**src/rtl/alarm_pkg.sv**
```systemverilog
// Shared definitions for the alarm zone controller: state encodings,
// keypad result codes and field widths.
package alarm_pkg;

    localparam int unsigned STATE_W = 3;
    localparam int unsigned FAIL_W  = 2;

    typedef enum logic [STATE_W-1:0] {
        ST_DISARMED = 3'd0,
        ST_EXIT     = 3'd1,
        ST_ARMED    = 3'd2,
        ST_ENTRY    = 3'd3,
        ST_ALARM    = 3'd4,
        ST_SILENT   = 3'd5
    } state_e;

    typedef enum logic [1:0] {
        KEY_NONE = 2'd0,
        KEY_GOOD = 2'd1,
        KEY_BAD  = 2'd2
    } key_res_e;

    // KEY_OK is only meaningful while KEY_VALID is high.
    function automatic key_res_e key_decode(input logic valid, input logic ok);
        if (!valid) return KEY_NONE;
        return ok ? KEY_GOOD : KEY_BAD;
    endfunction

endpackage

```
**src/rtl/delay_counter.sv**
```systemverilog
// Loadable down counter shared by the EXIT, ENTRY and ALARM timers.
// Ports: clk, rst (sync, active-high), load/load_val, en, zero_c (count == 0).
module delay_counter #(
    parameter int unsigned CNT_W = 18
) (
    input  logic             clk,
    input  logic             rst,
    input  logic             load,
    input  logic [CNT_W-1:0] load_val,
    input  logic             en,
    output logic             zero_c
);

    logic [CNT_W-1:0] cnt_q;

    // Load has priority; decrement stops at zero, never wraps.
    always_ff @(posedge clk) begin
        if (rst) begin
            cnt_q <= '0;
        end else if (load) begin
            cnt_q <= load_val;
        end else if (en && (cnt_q != '0)) begin
            cnt_q <= cnt_q - CNT_W'(1);
        end
    end

    assign zero_c = (cnt_q == '0);

endmodule

```
**src/rtl/alarm_zone_ctrl.sv**
```systemverilog
// Intruder alarm zone controller: exit/entry delays, instant and delayed
// zones, zone bypass, siren timeout and wrong-code lockout.
// Ports: CLK, RST (sync, active-high), SENSOR_IN/ZONE_DELAYED/ZONE_MASK
// per-zone vectors, KEY_VALID/KEY_OK keypad result, STATE, SIREN_OUT,
// ARMED_OUT, TRIG_ZONES (latched culprits), FAIL_CNT (wrong-code count).
module alarm_zone_ctrl
    import alarm_pkg::*;
#(
    parameter int unsigned N_ZONES     = 4,
    parameter int unsigned CNT_W       = 18,
    parameter int unsigned EXIT_DELAY  = 15000,
    parameter int unsigned ENTRY_DELAY = 15000,
    parameter int unsigned SIREN_MAX   = 60000,
    parameter int unsigned MAX_FAILS   = 3
) (
    input  logic               CLK,
    input  logic               RST,
    input  logic [N_ZONES-1:0] SENSOR_IN,
    input  logic [N_ZONES-1:0] ZONE_DELAYED,
    input  logic [N_ZONES-1:0] ZONE_MASK,
    input  logic               KEY_VALID,
    input  logic               KEY_OK,
    output logic [STATE_W-1:0] STATE,
    output logic               SIREN_OUT,
    output logic               ARMED_OUT,
    output logic [N_ZONES-1:0] TRIG_ZONES,
    output logic [FAIL_W-1:0]  FAIL_CNT
);

    // MAX_FAILS is expected in 1..3 so that the saturating count can reach it.
    localparam logic [FAIL_W-1:0] MAX_FAILS_L = FAIL_W'(MAX_FAILS);
    localparam logic [FAIL_W-1:0] FAIL_SAT    = '1;

    state_e             state_q, state_d;
    logic [FAIL_W-1:0]  fail_q, fail_d, fail_inc;
    logic [N_ZONES-1:0] trig_q, trig_d;
    logic               siren_q, armed_q;
    logic [N_ZONES-1:0] inst, dly;
    key_res_e           key;
    logic               bad_armed, forced;
    logic               cnt_load, cnt_en, cnt_zero;
    logic [CNT_W-1:0]   cnt_load_val;

    assign inst = SENSOR_IN & ~ZONE_MASK & ~ZONE_DELAYED;
    assign dly  = SENSOR_IN & ~ZONE_MASK &  ZONE_DELAYED;

    // Next-state, lockout counter and trigger latch.
    always_comb begin
        state_d   = state_q;
        fail_d    = fail_q;
        trig_d    = trig_q;
        key       = key_decode(KEY_VALID, KEY_OK);
        fail_inc  = (fail_q == FAIL_SAT) ? fail_q : fail_q + FAIL_W'(1);
        bad_armed = (key == KEY_BAD) && (state_q != ST_DISARMED);
        forced    = bad_armed && (fail_inc >= MAX_FAILS_L);

        if (bad_armed) begin
            fail_d = fail_inc;
        end

        if (key == KEY_GOOD) begin
            state_d = (state_q == ST_DISARMED) ? ST_EXIT : ST_DISARMED;
            fail_d  = '0;
        end else begin
            case (state_q)
                ST_DISARMED: state_d = ST_DISARMED;
                ST_EXIT: begin
                    if (forced)        state_d = ST_ALARM;
                    else if (cnt_zero) state_d = ST_ARMED;
                end
                ST_ARMED: begin
                    if (forced || (|inst)) begin
                        state_d = ST_ALARM;
                        trig_d  = trig_q | inst | dly;
                    end else if (|dly) begin
                        state_d = ST_ENTRY;
                        trig_d  = trig_q | dly;
                    end
                end
                ST_ENTRY: begin
                    if (forced || (|inst) || cnt_zero) begin
                        state_d = ST_ALARM;
                        trig_d  = trig_q | inst | dly;
                    end
                end
                // Further wrong codes only count here; the siren runs out.
                ST_ALARM: begin
                    if (cnt_zero) state_d = ST_SILENT;
                end
                ST_SILENT: begin
                    if (forced || (|(inst | dly))) begin
                        state_d = ST_ALARM;
                        trig_d  = trig_q | inst | dly;
                    end
                end
                default: state_d = ST_DISARMED;
            endcase
        end

        if (state_d == ST_DISARMED) begin
            trig_d = '0;
            fail_d = '0;
        end
    end

    // Timer reload on every state change; timed states load delay-1 so the
    // state is held for exactly the configured number of cycles.
    always_comb begin
        cnt_load     = (state_d != state_q);
        cnt_en       = (state_q == ST_EXIT) || (state_q == ST_ENTRY) || (state_q == ST_ALARM);
        cnt_load_val = '0;
        case (state_d)
            ST_EXIT:  cnt_load_val = CNT_W'(EXIT_DELAY - 1);
            ST_ENTRY: cnt_load_val = CNT_W'(ENTRY_DELAY - 1);
            ST_ALARM: cnt_load_val = CNT_W'(SIREN_MAX - 1);
            default:  cnt_load_val = '0;
        endcase
    end

    delay_counter #(
        .CNT_W (CNT_W)
    ) u_delay_counter (
        .clk      (CLK),
        .rst      (RST),
        .load     (cnt_load),
        .load_val (cnt_load_val),
        .en       (cnt_en),
        .zero_c   (cnt_zero)
    );

    // State and registered outputs.
    always_ff @(posedge CLK) begin
        if (RST) begin
            state_q <= ST_DISARMED;
            fail_q  <= '0;
            trig_q  <= '0;
            siren_q <= 1'b0;
            armed_q <= 1'b0;
        end else begin
            state_q <= state_d;
            fail_q  <= fail_d;
            trig_q  <= trig_d;
            siren_q <= (state_d == ST_ALARM);
            armed_q <= (state_d != ST_DISARMED);
        end
    end

    assign STATE      = state_q;
    assign SIREN_OUT  = siren_q;
    assign ARMED_OUT  = armed_q;
    assign TRIG_ZONES = trig_q;
    assign FAIL_CNT   = fail_q;

endmodule

```
**config.mk**
```make
export PLATFORM = sky130hd
export DESIGN_NAME = alarm_zone_ctrl
export DESIGN_NICKNAME = d
export VERILOG_FILES = /design/src/rtl/alarm_pkg.sv /design/src/rtl/delay_counter.sv /design/src/rtl/alarm_zone_ctrl.sv
export SDC_FILE = /design/constraint.sdc
export NUM_CORES = 1
export LEC_CHECK = 0
export BUFFER_PORTS_ARGS = -buffer_cell sky130_fd_sc_hd__buf_2
export CAP_MARGIN = 40
export CORE_ASPECT_RATIO = 1.4
export CORE_MARGIN = 2
export CORE_UTILIZATION = 35
export DETAILED_ROUTE_END_ITERATION = 8
export REMOVE_ABC_BUFFERS = 1
export SLEW_MARGIN = 10
export SYNTH_ARGS = -nofsm -noshare
export SYNTH_HDL_FRONTEND = slang
export SYNTH_SLANG_ARGS = --single-unit
```
**constraint.sdc**
```tcl
create_clock -name CLK -period 4 [get_ports CLK]
set_clock_uncertainty 0.1 [all_clocks]
set_input_delay 0.8 -clock CLK [delete_from_list [all_inputs] [get_ports CLK]]
set_output_delay 0.8 -clock CLK [all_outputs]
set_load 0.02 [all_outputs]
```
==> impl_metrics.json <==
{
  "place_inst": 303,
  "mappedNetlistArea_mm2": 0.00177,
  "pre_cts_slack_ns": 0.558,
  "tightest_slew_ns": 0.617,
  "irDropWorstVdd_uv": 228,
  "insertion_delay_ns": 0.28,
  "hpwlAfterDp_um": 3250,
  "fillers": 497,
  "critPathLaunch": "SENSOR_IN[1]",
  "cts_sinks": 29,
  "drtIter0Drc": 121,
  "status": "finished clean",
  "area_delta_synth_final_pct": 16.3,
  "wl_per_cell_um": 14.5,
  "drcViolationCount": 0,
  "clk_pin_slew_ns": 0.07,
  "die-area_mm2": 0.00565,
  "whs_ns": 0.366,
  "avgSynthCellArea_um2": 8.01,
  "die_y_um": 88.2,
  "rr_startpoint": "u_delay_counter.cnt_q[2]$_SDFFE_PP0P_",
  "yosysSeqAreaShare_pct": 32.8,
  "crit_arrival_ns": 3.27,
  "port_buffers": 26,
  "coreArea_mm2": 0.00488,
  "initial_core_util_pct": 36.3,
  "ys_seq_elements": 29,
  "vias": 1731,
  "clk_path_buf_depth": 2,
  "post-route-util_pct": 42.2,
  "synthTopCellsByCount": "29 x dfxtp_1, 28 x nor2_1, 11 x a21oi_1",
  "cp.required_ns": 4.11,
  "setup_viol": 0,
  "endpoint_kind": "flop",
  "post_dp_cell_area_mm2": 0.00196,
  "reg2regPathDepth": 7,
  "worstSetupPathType": "in -> reg",
  "place_congestion": 0.877,
  "core.rowCount": 30,
  "n_antenna_cell": 0,
  "power_mw": 0.829,
  "r2r_end": "u_delay_counter.cnt_q[12]$_SDFFE_PP0P_",
  "min_period_ns": 3.16,
  "nets": 263,
  "cts_made_buffers": 5,
  "routed_wirelength_um": 4500,
  "yosysTopAreaCellShare_pct": 32.8,
  "rsz0062_at_grt": "no",
  "track_usage_pct": 16.7,
  "syn_inst": 221,
  "final_area_mm2": 0.00206,
  "synthFlopType": "dfxtp_1",
  "cellLeakagePower_nw": 0.835,
  "grt_pass1_wl_um": 7490,
  "gr-total-overflow": 0,
  "dieWidth_um": 64.1,
  "endpoint": "u_delay_counter.cnt_q[15]$_SDFFE_PP0P_",
  "hold_viol": 0,
  "tns_ns": 0,
  "fin_crit_sh_pct": 79.0,
  "post-synth-top-area-cell": "dfxtp_1",
  "grt_max_degree": 19,
  "synth_area_leaders": "dfxtp_1 33%, nor2_1 5.9%, a211oi_1 4.2%, xor2_1 3.5%, a21oi_1 3.1%",
  "h-tree-depth": 2,
  "cts_setup_buffers": 0,
  "drtPass1Iterations": 4,
  "crit_path_start_kind": "primary input",
  "drtAntennaViolNets": 0,
  "synth.most_common_cell": "dfxtp_1",
  "ys_warn_count": 0,
  "setup_ws_ns": 0.839,
  "ys_types": 46,
  "timing.max_cap.violations": 0,
  "synth_enable_flop_cells": 0,
  "relSlewSlack_pct": 58.7,
  "hp-class": "reg -> reg",
  "via_per_inst": 5.57,
  "max_clock_freq_ghz": 0.316,
  "async_reset_ff_share_pct": 0,
  "layout-drive-gt1-share_pct": 19.0,
  "antenna_found_initial": 0,
  "p_per_area_mw_per_mm2": 402,
  "path_max_fanout": 12,
  "cts_tree": "done",
  "cts_resized": 0,
  "cts_hold_buf": 0,
  "cts_root_buf": "clkbuf_8",
  "final_max_slew_viol_count": 0,
  "grt_pass1_vias": 1623,
  "pin_count": 27,
  "instances_no_fill": 311,
  "r2r_slack_ns": 0.92
}
==> logic make-up after synthesis <==
logic type                 synth area share (%)
and+or+nand+nor                            34.1
AOI/OAI and AO/OA                          22.0
DFF                                        32.8
buffers and inverters                      3.82
xor gates and xnor gates                   5.44
muxes                                      1.13
adders and majority gates                 0.707
==> critical path: stages <==
cell	delay, ns
buf_2	0.11
nor3b_1	0.13
or4_1	0.53
a221oi_1	0.43
a221o_1	0.24
nand4_1	0.39
or2_2	0.51
o22ai_1	0.12
==> registers in the layout, indices dropped and copies added (netlist names) <==
| register | cells |
|---|---|
| u_delay_counter.cnt_q | 18 |
| TRIG_ZONES | 4 |
| STATE | 3 |
| FAIL_CNT | 2 |
| ARMED_OUT | 1 |
| SIREN_OUT | 1 |
==> cell usage in the layout (no fill, tap or decap), drive strengths merged, types with 5 or more instances in the layout <==
master,Yosys,routed
or4,7,7
dfxtp,29,29
buf,3,29
a211oi,10,10
nor2,28,28
nand3b,6,6
nor3,9,9
nor3b,6,6
inv,6,6
a21oi,11,11
xor2,7,7
nor4,9,9
o31ai,5,5
clkbuf,8,7
nor2b,6,6
or3,5,5
nand2,8,8
o21ai,10,10
==> how the worst min path moves through the flow <==
stage	cells past startpoint	startpoint	end
after floorplan	2	u_delay_counter.cnt_q[5]$_SDFFE_PP0P_	u_delay_counter.cnt_q[5]$_SDFFE_PP0P_
after global placement	2	TRIG_ZONES[0]$_SDFFE_PP0P_	TRIG_ZONES[0]$_SDFFE_PP0P_
after detailed placement	2	TRIG_ZONES[1]$_SDFFE_PP0P_	TRIG_ZONES[1]$_SDFFE_PP0P_
after CTS	2	TRIG_ZONES[2]$_SDFFE_PP0P_	TRIG_ZONES[2]$_SDFFE_PP0P_
after global routing	2	TRIG_ZONES[0]$_SDFFE_PP0P_	TRIG_ZONES[0]$_SDFFE_PP0P_
final	2	TRIG_ZONES[2]$_SDFFE_PP0P_	TRIG_ZONES[2]$_SDFFE_PP0P_
==> cell type report <==
class | count | area (µm²) | area share, %
multi-input combinational | 175 | 1120 | 54.5
sequential | 29 | 581 | 28.2
timing repair buffer | 29 | 153 | 7.41
clock buffer | 7 | 96.3 | 4.68
tap | 64 | 80.1 | 3.89
inverter | 6 | 22.5 | 1.09
clock inverter | 1 | 5.00 | 0.243
==> per-layer routing <==
layer | vias to the layer above | share of wire [%] | track usage, %
met3 | 10 | 4.5 | 3.34
met1 | 806 | 44 | 19.5
met4 | 0 | 2.7 | 8.32
met5 | - | 0 | 0
met2 | 45 | 49 | 29.0
li1 | 870 | - | -
==> power breakdown <==
part / switching (mW) / total (mW) / internal [mW]
clock network: 0.116 / 0.272 / 0.155
logic: 0.136 / 0.225 / 0.0897
registers: 0.0213 / 0.332 / 0.310
(Power assumes the default switching activity.)
